`config.mk`:
```
export PLATFORM = sky130hd
export DESIGN_NAME = pulse_seq_ctrl
export DESIGN_NICKNAME = d
export VERILOG_FILES = /design/src/rtl/pulse_seq_ctrl.sv
export SDC_FILE = /design/constraint.sdc
export NUM_CORES = 1
export LEC_CHECK = 0
export ABC_AREA = 1
export ABC_CLOCK_PERIOD_IN_PS = 11850
export BUFFER_PORTS_ARGS = -buffer_cell sky130_fd_sc_hd__buf_2
export CORE_ASPECT_RATIO = 1.4
export CORE_UTILIZATION = 53
export DETAILED_ROUTE_END_ITERATION = 12
export PLACE_DENSITY = 0.7
export SYNTH_ARGS = -nofsm -noshare
export SYNTH_HDL_FRONTEND = slang
export SYNTH_SLANG_ARGS = --single-unit
```
`constraint.sdc`:
```
create_clock -name clk -period 11.85 [get_ports clk]
set_input_delay 0.5925 -clock clk [delete_from_list [all_inputs] [get_ports clk]]
set_output_delay 0.5925 -clock clk [all_outputs]
set_load 0.01 [all_outputs]
```
`src/rtl/pulse_seq_ctrl.sv`:
```
// pulse_seq_ctrl: sequencer for a programmable clock-pulse divider.
// Walks a DEPTH-entry table of (divisor k, pulse count). Each valid entry
// drives k to the divider and counts rising edges of the divider pulse. Once
// the count is reached the sequencer moves to the next entry. Entries with
// k < 2 or count == 0 are skipped in a single LOAD cycle.
// Optional feature macro PULSE_SEQ_LOOP_EN: the last entry wraps back to
// entry 0 and the sequence repeats until abort. A pass that ran no valid
// entry ends in DONE, so an all-invalid table cannot spin forever.
module pulse_seq_ctrl #(
   parameter int DEPTH = 4,
   parameter int KW    = 32,
   parameter int CW    = 16,
   localparam int AW   = $clog2(DEPTH)
) (
   input  logic          clk,
   input  logic          rst,
   input  logic          cfg_we,
   input  logic [AW-1:0] cfg_addr,
   input  logic [KW-1:0] cfg_k,
   input  logic [CW-1:0] cfg_cnt,
   input  logic          start,
   input  logic          abort,
   input  logic          pulse_in,
   output logic [KW-1:0] k_out,
   output logic          pulse_out,
   output logic          busy,
   output logic          done,
   output logic [AW-1:0] cur_idx,
   output logic [CW-1:0] pulse_cnt
);

   typedef enum logic [1:0] {
      S_IDLE,
      S_LOAD,
      S_RUN,
      S_DONE
   } state_e;

   localparam logic [AW-1:0] LAST_IDX = AW'(DEPTH - 1);

   state_e        state_q, state_d;
   logic [AW-1:0] cur_idx_q, cur_idx_d;
   logic [CW-1:0] pulse_cnt_q, pulse_cnt_d;
   logic [KW-1:0] k_out_q, k_out_d;
   logic          pulse_d_q, pulse_d_d;
`ifdef PULSE_SEQ_LOOP_EN
   logic          any_run_q, any_run_d;
`endif

   logic [KW-1:0] tab_k_q   [DEPTH];
   logic [CW-1:0] tab_cnt_q [DEPTH];

   logic          tab_we;
   logic [KW-1:0] ent_k;
   logic [CW-1:0] ent_cnt;
   logic [CW-1:0] cnt_inc;
   logic          edge_det;
   logic          advance;

   // Table writes are only accepted while the sequencer is idle.
   assign tab_we   = cfg_we && (state_q == S_IDLE);
   assign ent_k    = tab_k_q[cur_idx_q];
   assign ent_cnt  = tab_cnt_q[cur_idx_q];
   assign cnt_inc  = pulse_cnt_q + CW'(1);
   assign edge_det = pulse_in & ~pulse_d_q;

   // Table storage. It is cleared on reset so an unwritten entry reads as invalid.
   // NOTE: this array is reset on purpose because k=0/cnt=0 after reset is
   // observable behaviour; a plain storage RAM would normally carry no reset.
   always_ff @(posedge clk) begin
      if (rst) begin
         for (int i = 0; i < DEPTH; i++) begin
            tab_k_q[i]   <= '0;
            tab_cnt_q[i] <= '0;
         end
      end else if (tab_we) begin
         tab_k_q[cfg_addr]   <= cfg_k;
         tab_cnt_q[cfg_addr] <= cfg_cnt;
      end
   end

   // State register and datapath registers.
   // NOTE: sequential state uses non-blocking assignments only, so every
   // register samples the pre-edge values regardless of statement order.
   always_ff @(posedge clk) begin
      if (rst) begin
         state_q     <= S_IDLE;
         cur_idx_q   <= '0;
         pulse_cnt_q <= '0;
         k_out_q     <= '0;
         pulse_d_q   <= 1'b0;
`ifdef PULSE_SEQ_LOOP_EN
         any_run_q   <= 1'b0;
`endif
      end else begin
         state_q     <= state_d;
         cur_idx_q   <= cur_idx_d;
         pulse_cnt_q <= pulse_cnt_d;
         k_out_q     <= k_out_d;
         pulse_d_q   <= pulse_d_d;
`ifdef PULSE_SEQ_LOOP_EN
         any_run_q   <= any_run_d;
`endif
      end
   end

   // Next-state logic: entry load/skip, edge counting, advance and abort.
   // NOTE: every signal written here gets a hold/default value first, so no
   // path through the block leaves one unassigned (which would infer a latch).
   always_comb begin
      state_d     = state_q;
      cur_idx_d   = cur_idx_q;
      pulse_cnt_d = pulse_cnt_q;
      k_out_d     = k_out_q;
      pulse_d_d   = pulse_in;
      advance     = 1'b0;
`ifdef PULSE_SEQ_LOOP_EN
      any_run_d   = any_run_q;
`endif

      if (abort) begin
         // Abort overrides start, counting and advance; k_out is retained.
         state_d = S_IDLE;
      end else begin
         unique case (state_q)
            S_IDLE: begin
               if (start) begin
                  state_d   = S_LOAD;
                  cur_idx_d = '0;
`ifdef PULSE_SEQ_LOOP_EN
                  any_run_d = 1'b0;
`endif
               end
            end
            S_LOAD: begin
               if ((ent_k < KW'(2)) || (ent_cnt == '0)) begin
                  advance = 1'b1;
               end else begin
                  k_out_d     = ent_k;
                  pulse_cnt_d = '0;
                  // Treat the input as already high so a pulse that is
                  // in progress at entry start is not counted.
                  pulse_d_d   = 1'b1;
                  state_d     = S_RUN;
`ifdef PULSE_SEQ_LOOP_EN
                  any_run_d   = 1'b1;
`endif
               end
            end
            S_RUN: begin
               if (edge_det) begin
                  pulse_cnt_d = cnt_inc;
                  if (cnt_inc == ent_cnt) advance = 1'b1;
               end
            end
            S_DONE: begin
               state_d = S_IDLE;
            end
            default: begin
               state_d = S_IDLE;
            end
         endcase

         if (advance) begin
            if (cur_idx_q != LAST_IDX) begin
               cur_idx_d = cur_idx_q + AW'(1);
               state_d   = S_LOAD;
            end else begin
`ifdef PULSE_SEQ_LOOP_EN
               // Wrap only when this pass ran at least one valid entry.
               if (any_run_q) begin
                  cur_idx_d = '0;
                  any_run_d = 1'b0;
                  state_d   = S_LOAD;
               end else begin
                  state_d = S_DONE;
               end
`else
               state_d = S_DONE;
`endif
            end
         end
      end
   end

   assign k_out     = k_out_q;
   assign pulse_out = pulse_in & (state_q == S_RUN);
   assign busy      = (state_q != S_IDLE);
   assign done      = (state_q == S_DONE);
   assign cur_idx   = cur_idx_q;
   assign pulse_cnt = pulse_cnt_q;

endmodule
```
==> results of run 1 <==
## registers in the layout, summed over array words and instances, names as in the netlist, named ones only
register	count
pulse_d_q	1
cur_idx	2
k_out	32
pulse_cnt	16
tab_cnt_q	64
tab_k_q	128
state_q	2
## cells by family (layout without fill, tap and decap cells)
family,count (synthesis),in the layout,synth area share (%)
flops,247,247,59.7
fa+ha+maj,7,7,0.762
compound gates,106,106,4.78
buf+inv,167,263,6.55
xor+xnor,1,1,0.0762
simple gates,796,796,28.1
## critical path, delay by kind of cell, from the launching register on
family / cells / cell delay, ns
AOI/OAI and AO/OA: 1 / 0.18
buffers and inverters: 2 / 0.79
DFF: 1 / 0.88
and+or+nand+nor: 12 / 1.65
## through the flow
stage                     util (%)  setup WS (ns)
after floorplan                  -           7.27
after global placement        57.1           8.31
after detailed placement      57.1           8.26
after CTS                     61.4           8.22
after global routing          61.4           7.79
final                         61.4           8.19
## report_power, final
| group | internal [W] | total, W | leakage, nW | switching, W |
|---|---|---|---|---|
| registers | 0.000979 | 0.000995 | 2.45 | 0.0000163 |
| clock network | 0.000550 | 0.000878 | 0.450 | 0.000327 |
| logic | 0.0000376 | 0.000128 | 2.89 | 0.0000903 |
## layer usage
layer | vias up | routed length [um] | track usage [%]
met1 | 4257 | 11100 | 30.2
li1 | 4475 | - | -
met3 | 61 | 1440 | 2.67
met2 | 303 | 15200 | 49.2
met5 | - | 13 | 0
met4 | 2 | 944 | 11.0
## cell type report
| type | instances | area [um^2] | area share, % |
|---|---|---|---|
| timing repair buffer | 120 | 631 | 4.84 |
| clock buffer | 30 | 664 | 5.10 |
| multi-input combinational | 910 | 3910 | 30.0 |
| tap | 260 | 325 | 2.50 |
| inverter | 99 | 374 | 2.87 |
| clock inverter | 14 | 248 | 1.90 |
| sequential | 247 | 6870 | 52.8 |
## Yosys cell counts
| cell type | instances | area, um^2 |
|---|---|---|
| ha_1 | 7 | 87.6 |
| and2_1 | 2 | 12.5 |
| xnor2_1 | 1 | 8.76 |
| o22ai_1 | 1 | 6.26 |
| a21oi_1 | 52 | 260 |
| nor2_2 | 3 | 18.8 |
| and3_1 | 1 | 6.26 |
| nor2_1 | 245 | 920 |
| edfxtp_1 | 192 | 5770 |
| clkinv_1 | 1 | 3.75 |
| o21ai_1 | 13 | 65.1 |
| nand2_2 | 2 | 12.5 |
| inv_2 | 2 | 7.51 |
| nand2_4 | 1 | 11.3 |
| a32o_1 | 1 | 10.0 |
| clkbuf_1 | 26 | 97.6 |
| nand3b_1 | 5 | 37.5 |
| nand2_1 | 394 | 1480 |
| o21ai_0 | 34 | 170 |
| dfxtp_1 | 55 | 1100 |
| o211ai_1 | 3 | 22.5 |
| buf_4 | 6 | 45.0 |
| inv_4 | 1 | 6.26 |
| a21boi_0 | 1 | 7.51 |
| buf_1 | 5 | 18.8 |
| nand4_1 | 13 | 81.3 |
| nor3_1 | 1 | 5.00 |
| nand3_1 | 129 | 646 |
| o21a_1 | 1 | 7.51 |
| buf_2 | 21 | 105 |
| inv_1 | 95 | 357 |
| buf_6 | 10 | 113 |
## worst paths after layout
path / from / endpoint / cells after the start
setup / recovery: flip-flop / pulse_cnt[0] / 15
hold / removal: pulse_in / pulse_d_q / 2
setup reg to reg: flip-flop / pulse_cnt[0] / 15
hold reg to reg: pulse_cnt[15] / pulse_cnt[15] / 2
==> impl_metrics.json, run 1 <==
{
  "path_class": "flip-flop to flip-flop",
  "vias": 9098,
  "final_layout_size_suffix_gt1_share_pct": 12.5,
  "cap_violations": 0,
  "initial_utilization_pct": 54.2,
  "placed_cell_area_mm2": 0.0121,
  "cts.clk_slew.worst_paths_ns": 0.06,
  "drc": 0,
  "fmax_mhz": 273,
  "wl_um": 28700,
  "critPathMaxStageDelay_ns": 0.88,
  "power_w": 0.00200,
  "grt_max_degree": 99,
  "antenna_left": 0,
  "finalWeightedCongestion": 0.846,
  "ctsResizeCount": 0,
  "die_w_um": 126,
  "die_area_mm2": 0.0223,
  "stdcell_area_mm2": 0.0130,
  "n_fill_cell": 1779,
  "wire_per_inst_um": 17.1,
  "worst_slew_pin_slew_ns": 1.06,
  "cp-start-kind": "flip-flop",
  "drt_pass1_iterations": 7,
  "gr-total-overflow": 0,
  "ys_ff_latch": 247,
  "power_density_mw_per_mm2": 154,
  "final-setup-viol-count": 0,
  "final_cells": 1680,
  "synth.avg_cell_area_um2": 8.68,
  "cp_max_fo": 98,
  "slew_viol_final": 0,
  "layout_common_cells": "nand2_1 (389), nor2_1 (245), edfxtp_1 (192)",
  "grt_pass1_vias": 8747,
  "dieHeight_um": 176,
  "syn_area_mm2": 0.0115,
  "critical_path.slowest_cell": "dfxtp_2",
  "ys_seq_area_share_pct": 59.7,
  "rows": 63,
  "dpl.hpwl_um": 17300,
  "drtIter0Drc": 730,
  "end_kind": "flip-flop",
  "viasPerCell": 5.42,
  "leakagePower_nw": 5.80,
  "whs_ns": 0.328,
  "post-route-period-util_pct": 30.9,
  "clk_latency_ns": 0.52,
  "cts_setup_buffers": 0,
  "syn_to_final_growth_pct": 13.3,
  "grt_use_total_pct": 26.2,
  "worstPathCellList": "inv_4 > nand2_1 > nand3_1 > nand2_1 > nand2_1 > nor2_1 > nand2_1 > nor2_1 > nand2_1 > nand2_2 > nand2_2 > nand2_4 > inv_1 > o21ai_0 > nor2_1",
  "io_pins": 109,
  "cts_made_buffers": 24,
  "hold_buffers": 0,
  "cp_data_arrival_time_ns": 4.08,
  "worst_path_most_repeated_cell": "nand2_1",
  "fp.coreArea_mm2": 0.0212,
  "antenna_cells": 0,
  "peakVddDrop_mv": 0.123,
  "grt_pass1_wl_um": 45000,
  "syn_nets": 1387,
  "cts_tree": "done",
  "portBuffers": 108,
  "setup_tns_ns": 0,
  "min_path_type": "input port to flip-flop",
  "relSlewSlack_pct": 29.5,
  "clock_sinks": 247,
  "synth_cells": 1324,
  "rsz0062_at_grt": "false",
  "reg2reg_slack_ns": 8.19,
  "status": "completed",
  "grt_antenna_before_repair": 1,
  "period_needed_ns": 3.66,
  "clockBufferDepth": 3,
  "htreeDepth": 1,
  "critPathRequiredTime_ns": 12.27,
  "hold_viol": 0,
  "final_common_cell": "nand2_1",
  "place_inst": 1636,
  "fin_skew_ns": 0.0145,
  "fin_nets": 1465,
  "ys_types": 32,
  "synth-warning-count": 0,
  "cts_root_buffer": "clkbuf_16"
}
Note: power is estimated with default switching activity, not from simulation.
==> run 2: changes to the inputs <==
Settings changed: ABC_CLOCK_PERIOD_IN_PS 11850 to 3690.
Clock period 11.85 ns to 3.69 ns, I/O delays scaled along.
==> run 2 against run 1 <==
  * Worst setup slack got worse by 7.4 ns
  * Critical path depth decreased by 1
  * Final cell count increased by 1.3%
  * Worst hold slack got worse by 0.32 ns
  * Fmax increased by 27%
  * Register-to-register slack got worse by 7.4 ns
  * Routed wire length increased by 0.67%
  * Clock power increased to 2.8 times the previous value
  * Flip-flop and latch count unchanged
  * Via count increased by 0.69%
==> impl_metrics.json, run 2 (synthesis results as in run 1) <==
{
  "whs_ns": 0.00627,
  "preCtsSetupSlack_ns": 0.870,
  "slew_viol_final": 0,
  "clockBufferDepth": 3,
  "rows": 63,
  "power_density_mw_per_mm2": 464,
  "power_frac_seq_pct": 52.3,
  "cts_tree": "done",
  "dpl.hpwl_um": 17500,
  "internal_power_w": 0.00468,
  "critPathRequiredTime_ns": 4.10,
  "multiInputGateArea_mm2": 0.00391,
  "setup_tns_ns": 0,
  "worst_slew_pin_slew_ns": 0.845,
  "power_frac_clock_pct": 40.7,
  "grt_pass1_vias": 8890,
  "route.met2.wl_um": 15200,
  "post-route-period-util_pct": 78.0,
  "final_layout_size_suffix_gt1_share_pct": 13.0,
  "cts_made_buffers": 25,
  "wl_um": 28800,
  "cts.clk_slew.worst_paths_ns": 0.07,
  "htreeDepth": 1,
  "portBuffers": 108,
  "clock_sinks": 247,
  "grt_pass1_wl_um": 45700,
  "cp_data_arrival_time_ns": 3.29,
  "finalWeightedCongestion": 0.848,
  "largest_reg_flops": 128,
  "final-setup-viol-count": 0,
  "dieHeight_um": 176,
  "drc": 0,
  "min_path_type": "input port to flip-flop",
  "fin_ws_ns": 0.813,
  "relSlewSlack_pct": 43.5,
  "fin_nets": 1485,
  "peakVddDrop_mv": 0.418,
  "period_needed_ns": 2.88,
  "grt_use_total_pct": 26.4,
  "clk_latency_ns": 0.53,
  "initial_utilization_pct": 54.2,
  "regArea_mm2": 0.00687,
  "grt_antenna_before_repair": 2,
  "vias": 9161,
  "fin_skew_ns": 0.0150,
  "pwr-share-comb_pct": 7.1,
  "die_w_um": 126,
  "path_class": "flip-flop to flip-flop",
  "rsz0062_at_grt": "false",
  "final_common_cell": "nand2_1",
  "cts_setup_buffers": 0,
  "maxUsedRoutingLayer": "met5",
  "cap_violations": 0,
  "fp.coreArea_mm2": 0.0212,
  "cts_root_buffer": "clkbuf_16",
  "end_kind": "flip-flop",
  "wl_met3_um": 1590,
  "hold_viol": 0,
  "ctsResizeCount": 0,
  "swShare_pct": 23.3,
  "largest-register": "tab_k_q",
  "layout_common_cells": "nand2_1 (389), nor2_1 (245), edfxtp_1 (192)",
  "wire_per_inst_um": 16.9,
  "drtIter0Drc": 586,
  "gr-total-overflow": 0,
  "leakagePower_nw": 5.85,
  "cp-start-kind": "flip-flop",
  "status": "completed",
  "cp_max_fo": 48,
  "drt_pass1_iterations": 5,
  "syn_to_final_growth_pct": 14.4,
  "die_area_mm2": 0.0223,
  "met1_length_um": 11200,
  "fmax_mhz": 348,
  "antenna_left": 0,
  "p_sw_w": 0.00142,
  "io_pins": 109,
  "grt_max_degree": 95,
  "n_fill_cell": 1828,
  "viasPerCell": 5.38
}
## run 2: what timing repair did
action,4_1_cts,5_1_grt
setup endpoints to repair,0,0
hold buffers,10,0
endpoints found under the hold margin,24,0
## run 2: layer usage
layer,GRT usage [%],vias to the layer above
met5,0,-
met4,10.9,2
met3,3.30,63
met2,48.9,287
met1,30.7,4290
li1,-,4519
## run 2: cell type report
cell class	instances	area share, %
Multi-Input combinational cell	910	29.7
Inverter	99	2.84
Clock inverter	17	1.23
Sequential cell	247	52.2
Antenna cell	1	0.0190
Clock buffer	29	4.87
Tap cell	260	2.47
Timing Repair Buffer	139	6.64
## run 2: metrics by stage
step,utilization [%],power (W),std cells,area [um^2]
floorplan,-,0.00350,1324,11500
global placement,57.8,0.00367,1645,12300
detailed placement,57.8,0.00367,1645,12300
CTS,62.0,0.00613,1701,13200
global route,62.0,0.00631,1701,13200
finish,62.0,0.00611,1702,13200
## run 2: critical path, cell delays in order (launching register included)
cell,delay [ns]
dfxtp_2,0.34
buf_4,0.53
nand3_1,0.16
nand2_1,0.14
nand2_1,0.08
nor2_1,0.10
nand2_1,0.07
nor2_1,0.26
nand2_1,0.17
nand2_2,0.14
nand2_2,0.10
nand2_4,0.23
inv_1,0.20
o21ai_0,0.18
nor2_1,0.05
## run 2: power groups by stage
stage / logic [W] / clock network [W] / registers, W
finish: 0.000433 / 0.00248 / 0.00319
global route: 0.000483 / 0.00263 / 0.00320
CTS: 0.000435 / 0.00250 / 0.00319
detailed placement: 0.000425 / 0 / 0.00325
global placement: 0.000421 / 0 / 0.00324
floorplan: 0.000248 / 0 / 0.00325
## run 2: final timing paths
path                       from       endpoint  slack (ns)  cells after the start
hold / removal         cfg_k[9]  tab_k_q[3][9]       0.006                      3
setup reg to reg      flip-flop   pulse_cnt[0]        0.81                     14
hold reg to reg   pulse_cnt[15]  pulse_cnt[15]        0.49                      2
setup / recovery      flip-flop   pulse_cnt[0]        0.81                     14
